<file path="src/rtl/pipe_ctl_pkg.sv">
// Shared pipeline definitions: NOP encoding, hazard vector bit positions and
// the per-cycle action selected by the pipeline controller.
package pipe_ctl_pkg;

  localparam logic [6:0]  OP_OPIMM = 7'b0010011;
  localparam logic [2:0]  F3_ADDI  = 3'b000;
  // addi x0,x0,0
  localparam logic [31:0] NOP      = {12'h000, 5'd0, F3_ADDI, 5'd0, OP_OPIMM};

  localparam int unsigned HZ_D = 3;
  localparam int unsigned HZ_X = 2;
  localparam int unsigned HZ_M = 1;
  localparam int unsigned HZ_W = 0;

  typedef enum logic [1:0] {
    ACT_NORMAL = 2'd0,
    ACT_FREEZE = 2'd1,
    ACT_FLUSH  = 2'd2,
    ACT_STALL  = 2'd3
  } act_e;

  // Priority: freeze > flush > load-use stall > advance (reset handled by caller).
  function automatic act_e pick_act(input logic busy, input logic br, input logic hz_x);
    act_e res;
    if (busy) begin
      res = ACT_FREEZE;
    end else if (br) begin
      res = ACT_FLUSH;
    end else if (hz_x) begin
      res = ACT_STALL;
    end else begin
      res = ACT_NORMAL;
    end
    return res;
  endfunction

endpackage

</file>
<file path="src/rtl/pipe_ctl_sat_cnt16.sv">
// 16-bit event counter with synchronous clear that sticks at 16'hFFFF.
module sat_cnt16 (
  input  logic        clk,
  input  logic        i_clr,
  input  logic        i_en,
  output logic [15:0] o_cnt
);

  logic [15:0] r_cnt;

  // Clear wins; otherwise count up until all ones, then hold.
  always_ff @(posedge clk) begin
    if (i_clr) begin
      r_cnt <= 16'h0000;
    end else if (i_en && (r_cnt != 16'hFFFF)) begin
      r_cnt <= r_cnt + 16'd1;
    end else begin
      r_cnt <= r_cnt;
    end
  end

  assign o_cnt = r_cnt;

endmodule

</file>
<file path="src/rtl/pipe_ctl.sv">
// Five-stage pipeline controller: stage instruction/PC/valid registers with
// freeze, branch flush and load-use bubble handling, plus event counters.
module pipe_ctl
  import pipe_ctl_pkg::*;
(
  input  logic        clk,
  input  logic        rst,
  input  logic [31:0] inst_f,
  input  logic [31:0] pc_f,
  input  logic [3:0]  d_x_m_w,
  input  logic        br_taken,
  input  logic        mem_busy,
  output logic [31:0] inst_d,
  output logic [31:0] inst_x,
  output logic [31:0] inst_m,
  output logic [31:0] inst_w,
  output logic [31:0] pc_d,
  output logic [31:0] pc_x,
  output logic        vld_d,
  output logic        vld_x,
  output logic        vld_m,
  output logic        vld_w,
  output logic        pc_en,
  output logic [15:0] stall_cnt,
  output logic [15:0] flush_cnt
);

  logic [31:0] r_inst_d, r_inst_x, r_inst_m, r_inst_w;
  logic [31:0] r_pc_d, r_pc_x;
  logic        r_vld_d, r_vld_x, r_vld_m, r_vld_w;
  act_e        w_act;
  logic        w_stall_en;
  logic        w_flush_en;
  logic        w_unused_rsvd;

  always_comb begin
    w_act      = pick_act(mem_busy, br_taken, d_x_m_w[HZ_X]);
    w_stall_en = 1'b0;
    w_flush_en = 1'b0;
    if (!rst) begin
      w_stall_en = (w_act == ACT_STALL);
      w_flush_en = (w_act == ACT_FLUSH);
    end else begin
      w_stall_en = 1'b0;
      w_flush_en = 1'b0;
    end
  end

  // Reserved hazard bits carry no meaning for this controller.
  assign w_unused_rsvd = ^{d_x_m_w[HZ_D], d_x_m_w[HZ_M], d_x_m_w[HZ_W]};

  assign pc_en = !rst && !mem_busy && (br_taken || !d_x_m_w[HZ_X]);

  always_ff @(posedge clk) begin
    if (rst) begin
      r_inst_d <= NOP;
      r_inst_x <= NOP;
      r_inst_m <= NOP;
      r_inst_w <= NOP;
      r_pc_d   <= 32'h0000_0000;
      r_pc_x   <= 32'h0000_0000;
      r_vld_d  <= 1'b0;
      r_vld_x  <= 1'b0;
      r_vld_m  <= 1'b0;
      r_vld_w  <= 1'b0;
    end else begin
      case (w_act)
        ACT_FREEZE: begin
          r_inst_d <= r_inst_d;
          r_inst_x <= r_inst_x;
          r_inst_m <= r_inst_m;
          r_inst_w <= r_inst_w;
          r_pc_d   <= r_pc_d;
          r_pc_x   <= r_pc_x;
          r_vld_d  <= r_vld_d;
          r_vld_x  <= r_vld_x;
          r_vld_m  <= r_vld_m;
          r_vld_w  <= r_vld_w;
        end
        ACT_FLUSH: begin
          // Wrong-path instructions in D and X are squashed; X still retires forward.
          r_inst_d <= NOP;
          r_inst_x <= NOP;
          r_inst_m <= r_inst_x;
          r_inst_w <= r_inst_m;
          r_pc_d   <= 32'h0000_0000;
          r_pc_x   <= 32'h0000_0000;
          r_vld_d  <= 1'b0;
          r_vld_x  <= 1'b0;
          r_vld_m  <= r_vld_x;
          r_vld_w  <= r_vld_m;
        end
        ACT_STALL: begin
          r_inst_d <= r_inst_d;
          r_inst_x <= NOP;
          r_inst_m <= r_inst_x;
          r_inst_w <= r_inst_m;
          r_pc_d   <= r_pc_d;
          r_pc_x   <= 32'h0000_0000;
          r_vld_d  <= r_vld_d;
          r_vld_x  <= 1'b0;
          r_vld_m  <= r_vld_x;
          r_vld_w  <= r_vld_m;
        end
        ACT_NORMAL: begin
          r_inst_d <= inst_f;
          r_inst_x <= r_inst_d;
          r_inst_m <= r_inst_x;
          r_inst_w <= r_inst_m;
          r_pc_d   <= pc_f;
          r_pc_x   <= r_pc_d;
          r_vld_d  <= 1'b1;
          r_vld_x  <= r_vld_d;
          r_vld_m  <= r_vld_x;
          r_vld_w  <= r_vld_m;
        end
        default: begin
          r_inst_d <= NOP;
          r_inst_x <= NOP;
          r_inst_m <= NOP;
          r_inst_w <= NOP;
          r_pc_d   <= 32'h0000_0000;
          r_pc_x   <= 32'h0000_0000;
          r_vld_d  <= 1'b0;
          r_vld_x  <= 1'b0;
          r_vld_m  <= 1'b0;
          r_vld_w  <= 1'b0;
        end
      endcase
    end
  end

  sat_cnt16 u_stall_cnt (
    .clk   (clk),
    .i_clr (rst),
    .i_en  (w_stall_en),
    .o_cnt (stall_cnt)
  );

  sat_cnt16 u_flush_cnt (
    .clk   (clk),
    .i_clr (rst),
    .i_en  (w_flush_en),
    .o_cnt (flush_cnt)
  );

  assign inst_d = r_inst_d;
  assign inst_x = r_inst_x;
  assign inst_m = r_inst_m;
  assign inst_w = r_inst_w;
  assign pc_d   = r_pc_d;
  assign pc_x   = r_pc_x;
  assign vld_d  = r_vld_d;
  assign vld_x  = r_vld_x;
  assign vld_m  = r_vld_m;
  assign vld_w  = r_vld_w;

endmodule

</file>
<file path="config.mk">
export PLATFORM = sky130hd
export DESIGN_NAME = pipe_ctl
export DESIGN_NICKNAME = d
export VERILOG_FILES = /design/src/rtl/pipe_ctl_pkg.sv /design/src/rtl/pipe_ctl_sat_cnt16.sv /design/src/rtl/pipe_ctl.sv
export SDC_FILE = /design/constraint.sdc
export NUM_CORES = 1
export LEC_CHECK = 0
export ABC_AREA = 0
export BUFFER_PORTS_ARGS = -buffer_cell sky130_fd_sc_hd__buf_2
export CAP_MARGIN = 25
export CORE_MARGIN = 2
export CORE_UTILIZATION = 53
export CTS_CLUSTER_SIZE = 20
export DETAILED_ROUTE_END_ITERATION = 16
export PLACE_DENSITY_LB_ADDON = 0.3
export SETUP_SLACK_MARGIN = 0.15
export SYNTH_ARGS = -nofsm -noshare
export SYNTH_HDL_FRONTEND = slang
export SYNTH_SLANG_ARGS = --single-unit
</file>
<file path="constraint.sdc">
create_clock -name clk -period 3.4 [get_ports clk]
set_clock_uncertainty 0.1 [all_clocks]
set_input_delay 0.51 -clock clk [delete_from_list [all_inputs] [get_ports clk]]
set_output_delay 0.51 -clock clk [all_outputs]
set_load 0.02 [all_outputs]
</file>
After elaboration in Yosys (flattened, before gate mapping)
Cells that the tools add are included.
{"block": "totals", "regBits": 228, "input_bits": 72, "output_inout_bits": 229, "word_cells": 46}
{"block": "classes", "addsub": 2, "n_eq_ne": 5, "muxes": 15, "n_reduce_logical": 12}
{"cell": "32-bit case mux with 2 select lines", "n": 4}
{"cell": "32-bit 2-to-1 mux", "n": 2}
{"cell": "16-bit by 1-bit adder with 16-bit output (second input constant)", "n": 2}
{"cell": "16-bit != test (second input constant)", "n": 2}
{"cell": "2-bit 2-to-1 mux", "n": 3}
{"cell": "2-bit == test (second input constant)", "n": 2}
{"cell": "1-bit logical AND", "n": 4}
{"cell": "1-bit 2-to-1 mux", "n": 4}
{"cell": "1-bit case mux with 2 select lines", "n": 2}
{"cell": "2-bit OR reduction", "n": 2}
{"cell": "1-bit zero test", "n": 3}
{"cell": "3-bit OR reduction", "n": 1}
{"cell": "2-bit by 1-bit == test with 1-bit output (second input constant)", "n": 1}
{"cell": "2-bit zero test", "n": 1}
{"cell": "1-bit logical OR", "n": 1}

Logic depth before layout (Yosys ltp)
Gate-level depths: netlist of run 1.
{"block": "logic_depth", "depth_word": 6, "mapped_depth": 7, "depth_no_buf": 6}

Hierarchy
A second synthesis of run 1 with hierarchy kept.
{"block": "unflattened", "cells_unflattened": 998, "area_unflattened_um2": 8947.3}
{"mod": "pipe_ctl", "instances": 1, "cells_per_inst": 800, "area_per_inst_um2": 7250.7, "seq_area_each_um2": 3923.8}
{"mod": "sat_cnt16", "instances": 2, "cells_per_inst": 99, "area_per_inst_um2": 848.3, "seq_area_each_um2": 320.3}

Worst setup path after synthesis of run 1
No wires, ideal clock.
{"block": "synth_path", "path_kind": "input to register", "startpoint": "in rst", "endpoint": "reg u_stall_cnt.r_cnt[15], in the netlist u_stall_cnt.o_cnt[15]", "setup_time_ns": 0.071, "t_arrival_ns": 2.047, "t_required_ns": 3.229, "setup_slack_ns": 1.182, "path_stages": 6, "n_path_buf": 1, "cell_sequence": "clkbuf_1 -> nor4b_2 -> nand3_1 -> or4_1 -> or3_1 -> a21oi_1"}
{"block": "synth_between", "elab_chain_cells": 2}
{"element": "start: declaration", "line_no": "pipe_ctl.sv:7", "text": "input logic rst,"}
{"element": "1-bit 2-to-1 mux", "line_no": "pipe_ctl.sv:40", "text": "if (!rst) begin"}
{"element": "1-bit logical AND", "line_no": "pipe_ctl_sat_cnt16.sv:15", "text": "end else if (i_en && (r_cnt != 16'hFFFF)) begin"}
{"element": "end signal: assignment", "line_no": "pipe_ctl_sat_cnt16.sv:16", "text": "r_cnt <= r_cnt + 16'd1;"}
{"element": "end signal: assignment", "line_no": "pipe_ctl_sat_cnt16.sv:18", "text": "r_cnt <= r_cnt;"}
{"element": "end: declaration", "line_no": "pipe_ctl_sat_cnt16.sv:9", "text": "logic [15:0] r_cnt;"}
Parallel ways exist; a longest one is shown, timed or not.
A chain may end at the register's enable or synchronous reset.

Final worst setup path of run 1
{"block": "layout_path", "startpoint": "reg u_stall_cnt.r_cnt[2], in the netlist u_stall_cnt.o_cnt[2]", "endpoint": "reg u_stall_cnt.r_cnt[15], in the netlist u_stall_cnt.o_cnt[15]"}
{"block": "layout_between", "elab_chain_cells": 2, "word_cells_on_any_way": 3, "classes_between": "1 x add/sub; 1 x eq/ne; 1 x reduce/logical"}
{"element": "parallel branches: the longest is 2 deep, another holds 16-bit by 1-bit adder with 16-bit output"}
Several ways; the timed one is not identified.

==> flow_summary_export.csv, run 1 <==
group,metric,value,unit
grt,gr-usage-all-layers,0.247,
placement,io_buffers,297,
synth,synthAdderAreaFrac,0.00312,
floorplan,die_x,127,µm
floorplan,rows,44,
synth,synth_ff_type,"dfxtp_1",
clocking,clock_tree.root_cell,"clkbuf_16",
pwr,power-per-cell-area,542,mW/mm²
grt,first_global_vias,6284,
timing,slew_headroom,0.411,
synth,synth_compound_area_frac,0.146,
synth,synth_xor_area_frac,0.0262,
timing,tightest_slew,0.884,ns
cells_and_area,fin_util,0.713,
synth,synth_cells,773,
synth,synth_edf_count,0,
pwr,p_switching,1.22,mW
timing,grt_setup_unrepaired,"no",
critical_path,worstSetupPathType,"flip-flop to flip-flop",
pwr,seqPwrFrac,0.482,
timing,finalHoldViolCount,0,
hold_path,min-delay-start,"pc_f[13]",
detailed_routing,first_iter_violations,392,
clocking,cts_tree,"yes",
cells_and_area,drive_above_1_share,0.335,
clocking,clk_pin_slew,0.06,ns
critical_path,crit_fanout,7,
placement,hpwlAfterDp,13900,µm
grt,antenna_found_initial,0,
critical_path,critPathLaunchType,"flip-flop",
synth,synth-seq-cells,228,
synth,synthArstFlopShare,0,
hold_path,hp-class,"input port to flip-flop",
detailed_routing,totalWireLength,20900,µm
clocking,postCtsSetupRepairBufs,0,
critical_path,rr_startpoint,"u_stall_cnt.o_cnt[2]",
detailed_routing,vias_per_cell,5.46,
synth,syn_area_per_cell,10.4,µm²
clocking,cts_hold_buf,0,
critical_path,arrival,2.50,ns
cells_and_area,nNetsFinal,1123,
synth,synth_top_family_by_area,"simple AND/OR/NAND/NOR gates",
cells_and_area,diodes,0,
synth,synth_area,0.00801,mm²
detailed_routing,wl_per_cell,16.7,µm
timing,period_needed,2.17,ns
pwr,internal_power,4.44,mW
clocking,cts_resized,0,
timing,min_period_over_period,0.638,
timing,finalSetupViolations,0,
timing,fmax,461,MHz
floorplan,start_util,0.547,
run_status,status,"complete, no violations",
pwr,netSwitchingFraction,0.215,
pwr,combPwrFrac,0.050,
synth,syn_nets,847,
floorplan,num_io_pins,301,
grt,grt_pass1_wl,32700,µm
grt,grt_max_degree,91,
detailed_routing,drtPass1Iterations,5,
clocking,insertion_delay,0.49,ns
grt,grt_overflow_total,0,
timing,finalMaxSlewViolations,0,
flow_run,maxCapViolations,0,
detailed_routing,drc_errors,0,
critical_path,critPathLaunch,"u_stall_cnt.o_cnt[2]",
floorplan,coreArea,0.0146,mm²
critical_path,critPathCaptureType,"flip-flop",
pwr,irDropWorstVdd,0.454,mV
detailed_routing,drtAntennaViolNets,0,
clocking,h-tree-depth,1,
synth,synth_mux_area_frac,0.0775,
synth,yosysSeqAreaShare,0.570,
clocking,cts_sinks,228,
clocking,max-clock-path-buffers,3,
placement,place_congestion,0.810,
critical_path,required,3.73,ns
timing,finalSetupTns,0,ns
floorplan,die_area,0.0161,mm²
detailed_routing,vias,6823,
pwr,clkPwrFrac,0.468,
cells_and_area,syn2layout_area_growth,30.2,%
synth,ys_warn_count,0,
synth,yosys.area_share.simple,0.149,
synth,synth.distinct_cells,44,
clocking,numCtsBuffers,23,
pwr,leakagePower,4.83,nW
floorplan,fp.dieH,127,µm
-- placed cells by master (no fill, tap or decap), types with 4 or more instances in the layout --
cell | netlist | layout
nand2_1 | 15 | 15
a211o_1 | 6 | 6
nor4_2 | 5 | 5
a22o_1 | 61 | 61
clkbuf_16 | 0 | 23
dfxtp_1 | 228 | 228
nor3_1 | 11 | 10
bufinv_16 | 0 | 4
or3_1 | 4 | 4
buf_4 | 0 | 8
nand3_1 | 11 | 11
a21oi_1 | 5 | 5
buf_2 | 2 | 295
o21ai_1 | 4 | 4
nor4_1 | 8 | 8
clkbuf_8 | 0 | 4
nand4_1 | 11 | 11
mux2i_1 | 62 | 62
xnor2_1 | 22 | 22
nor2_1 | 156 | 154
and2_1 | 5 | 5
a22oi_1 | 62 | 62
nand2b_1 | 6 | 6
-- metal layers --
layer  GRT usage  vias to the layer above  wire, µm
met5           0                        -         0
met4      0.0886                        0       750
met3      0.0586                       55      1510
met2       0.421                      278     10000
met1       0.308                     3177      8630
li1            -                     3313         -
-- kinds of logic after synthesis --
| logic type | after synthesis |
|---|---|
| simple gates | 251 |
| flops | 228 |
| mux | 62 |
| xor+xnor | 24 |
| fa+ha+maj | 2 |
| compound gates | 148 |
| buf+inv | 58 |
-- cell usage after synthesis, types with 2 or more instances --
| library cell | number | area (µm²) |
|---|---|---|
| nand4_1 | 11 | 68.8 |
| dfxtp_1 | 228 | 4560 |
| mux2i_1 | 62 | 621 |
| o22a_1 | 3 | 26.3 |
| a22oi_1 | 62 | 465 |
| inv_1 | 3 | 11.3 |
| nor2_1 | 156 | 586 |
| nand3_1 | 11 | 55.1 |
| nor4_1 | 8 | 50.1 |
| or3_1 | 4 | 25.0 |
| clkbuf_1 | 45 | 169 |
| or4_1 | 2 | 15.0 |
| a211o_1 | 6 | 52.6 |
| or2_1 | 2 | 12.5 |
| and2_1 | 5 | 31.3 |
| xor2_1 | 2 | 17.5 |
| nor3_1 | 11 | 55.1 |
| a22o_1 | 61 | 534 |
| xnor2_1 | 22 | 193 |
| nor4b_2 | 3 | 45.0 |
| buf_2 | 2 | 10.0 |
| o21ai_1 | 4 | 20.0 |
| a21oi_1 | 5 | 25.0 |
| and2_0 | 2 | 12.5 |
| nor3b_1 | 3 | 22.5 |
| nand2_1 | 15 | 56.3 |
| nor4_2 | 5 | 62.6 |
| ha_1 | 2 | 25.0 |
| nand2b_1 | 6 | 37.5 |
| buf_1 | 6 | 22.5 |
| o22ai_1 | 3 | 18.8 |
-- cell type report --
type / instances / area, µm²
fill: 1155 / 4210
multi-input combinational: 487 / 3240
tap: 184 / 230
clock inverter: 11 / 168
timing repair buffer: 305 / 1580
inverter: 4 / 15.0
sequential: 228 / 4560
clock buffer: 30 / 642
-- final timing paths --
check	end	slack, ns	cells past startpoint
setup / recovery	u_stall_cnt.o_cnt[15]	1.23	5
hold / removal	pc_d[13]	0.12	2
setup reg to reg	u_stall_cnt.o_cnt[15]	1.23	5
hold reg to reg	inst_w[1]	0.38	1
-- power groups by stage --
stage	Sequential, mW	Combinational, mW	Clock [mW]
floorplan	2.82	0.139	0
global placement	2.79	0.278	0
detailed placement	2.79	0.280	0
CTS	2.73	0.282	2.69
global route	2.73	0.306	2.79
finish	2.73	0.283	2.65
-- stage by stage --
| step | power [mW] | instance area (µm²) | worst slack, ns | hold WS [ns] | cells |
|---|---|---|---|---|---|
| 2_1_floorplan | 2.96 | 8010 | 1.18 | 0.472 | 773 |
| 3_3_place_gp | 3.06 | 9600 | 0.864 | 0.358 | 1207 |
| 3_5_place_dp | 3.07 | 9600 | 0.857 | 0.363 | 1207 |
| 4_1_cts | 5.70 | 10400 | 1.25 | 0.108 | 1248 |
| 5_1_grt | 5.83 | 10400 | 1.05 | 0.111 | 1249 |
| 6_report | 5.66 | 10400 | 1.23 | 0.125 | 1249 |
-- worst max-delay path, cell delays in order, from the launching register on --
cell     delay [ns]
dfxtp_1        0.48
and4_1         0.35
nand4_1        0.20
or4_1          0.51
or3_1          0.33
a21oi_1        0.13
-- state kept, by name (all words and copies together) (netlist names) --
signal	flops
vld_m	1
pc_d	32
u_stall_cnt.o_cnt	16
inst_m	32
pc_x	32
inst_d	32
inst_w	32
vld_d	1
inst_x	32
vld_x	1
vld_w	1
u_flush_cnt.o_cnt	16
(Power assumes the default switching activity.)
==> inputs of run 2 (changes only) <==
--- a/config.mk
+++ b/config.mk
@@ -9,7 +9,7 @@
 export BUFFER_PORTS_ARGS = -buffer_cell sky130_fd_sc_hd__buf_2
 export CAP_MARGIN = 25
 export CORE_MARGIN = 2
-export CORE_UTILIZATION = 53
+export CORE_UTILIZATION = 49
 export CTS_CLUSTER_SIZE = 20
 export DETAILED_ROUTE_END_ITERATION = 16
 export PLACE_DENSITY_LB_ADDON = 0.3
==> constraint.sdc (replaced) <==
create_clock -name clk -period 2 [get_ports clk]
set_clock_uncertainty 0.1 [all_clocks]
set_input_delay 0.3 -clock clk [delete_from_list [all_inputs] [get_ports clk]]
set_output_delay 0.3 -clock clk [all_outputs]
set_load 0.02 [all_outputs]
==> flow_summary_export.csv, run 2 (same netlist as run 1, synthesis figures left out) <==
group,metric,value,unit
run_status,status,"complete, no violations",
detailed_routing,totalWireLength,22700,µm
timing,min_period_over_period,0.908,
clocking,max-clock-path-buffers,3,
cells_and_area,layout_commonest_cell,"buf_2",
timing,fmax,551,MHz
detailed_routing,first_iter_violations,387,
cells_and_area,fin_area,0.0114,mm²
detailed_routing,wl_per_cell,16.6,µm
floorplan,num_io_pins,301,
placement,place_ws,-0.0485,ns
cells_and_area,drive_above_1_share,0.353,
clocking,cts_sinks,228,
grt,grt_pass1_wl,36200,µm
detailed_routing,drtAntennaViolNets,0,
grt,grt_overflow_total,0,
pwr,internal_power,7.50,mW
placement,io_buffers,297,
cells_and_area,final_cells,1370,
pwr,combPwrFrac,0.064,
timing,layout_setup_ws,0.184,ns
cells_and_area,nNetsFinal,1217,
floorplan,die_area,0.0174,mm²
hold_path,hp-class,"input port to flip-flop",
floorplan,die_x,132,µm
critical_path,arrival,2.07,ns
clocking,numCtsBuffers,24,
clocking,clock_tree.root_cell,"clkbuf_16",
placement,place_congestion,0.845,
detailed_routing,vias_per_cell,5.35,
timing,period_needed,1.82,ns
grt,first_global_vias,6971,
flow_run,maxCapViolations,0,
critical_path,worstSetupPathType,"flip-flop to flip-flop",
placement,dp_cells,1265,
clocking,h-tree-depth,1,
pwr,power-per-cell-area,835,mW/mm²
pwr,irDropWorstVdd,0.694,mV
clocking,cts_tree,"yes",
pwr,clkPwrFrac,0.451,
timing,slew_headroom,0.495,
cells_and_area,final.fill_count,1165,
grt,gr-usage-all-layers,0.249,
timing,tightest_slew,0.757,ns
critical_path,critPathLaunchType,"flip-flop",
placement,hpwlAfterDp,14500,µm
critical_path,critPathLaunch,"u_flush_cnt.o_cnt[0]",
timing,finalHoldViolCount,0,
timing,finalMaxSlewViolations,0,
pwr,total_power,9.56,mW
timing,finalSetupTns,0,ns
grt,grt_max_degree,74,
timing,finalSetupViolations,0,
cells_and_area,syn2layout_area_growth,42.9,%
placement,placed_area,0.00994,mm²
timing,grt_setup_unrepaired,"yes",
pwr,p_switching,2.06,mW
pwr,netSwitchingFraction,0.216,
critical_path,rr_startpoint,"u_flush_cnt.o_cnt[0]",
critical_path,critPathCaptureType,"flip-flop",
detailed_routing,vias,7333,
pwr,seqPwrFrac,0.485,
detailed_routing,drc_errors,0,
cells_and_area,fin_util,0.718,
detailed_routing,drtPass1Iterations,5,
critical_path,required,2.26,ns
critical_path,crit_fanout,4,
floorplan,start_util,0.503,
pwr,leakagePower,5.31,nW
floorplan,coreArea,0.0159,mm²
cells_and_area,final_cell_mix,"buf_2, dfxtp_1, nor2_1",
cells_and_area,diodes,0,
hold_path,min-delay-start,"br_taken",
floorplan,rows,46,
clocking,insertion_delay,0.50,ns
clocking,clk_pin_slew,0.06,ns
timing,hold_ws,0.0531,ns
floorplan,fp.dieH,132,µm
grt,antenna_found_initial,0,
run 2: per-layer routing:
metal  GRT usage  up-vias  wire length [µm]  share of wire
li1            -     3498                 -              -
met1       0.318     3496              9420           0.41
met5           0        -                 0              0
met2       0.418      292             11100           0.49
met4      0.0894        0               641          0.028
met3      0.0488       47              1610          0.071
run 2: final cells by class:
class	instances	area, µm²	area share
timing repair buffer	398	2470	0.215
sequential	228	4590	0.401
clock buffer	35	733	0.0640
tap	216	270	0.0236
inverter	4	15.0	0.00131
clock inverter	2	35.0	0.00306
multi-input combinational	487	3340	0.292
run 2: worst paths after layout:
kind                                               to  slack, ns  cells after the start
worst max-delay path            u_flush_cnt.o_cnt[14]       0.18                      6
worst min-delay path                            vld_d       0.05                      3
worst max register to register  u_flush_cnt.o_cnt[14]       0.18                      6
worst min register to register   u_stall_cnt.o_cnt[3]       0.38                      1
run 2: critical path, stage by stage (launching register included):
cell,delay (ns)
dfxtp_4,0.37
ha_4,0.16
nand2_4,0.05
or4_4,0.50
nor4_4,0.28
xnor2_1,0.14
nor2_1,0.06
run 2: power by group through the flow:
stage / Clock [mW] / Combinational (mW) / Sequential [mW]
final: 4.31 / 0.614 / 4.63
after global placement: 0 / 0.499 / 4.73
after global routing: 4.59 / 0.653 / 4.64
after CTS: 4.38 / 0.603 / 4.63
after detailed placement: 0 / 0.503 / 4.73
after floorplan: 0 / 0.236 / 4.79
run 2: repair_timing:
| action | in CTS | in global routing |
|---|---|---|
| pin swaps | 3 | 12 |
| endpoints found under the setup margin | 4 | 20 |
| endpoints found under the hold margin | 64 | 0 |
| resized for setup | 5 | 13 |
| setup buffers | 0 | 4 |
| hold buffers | 64 | 0 |
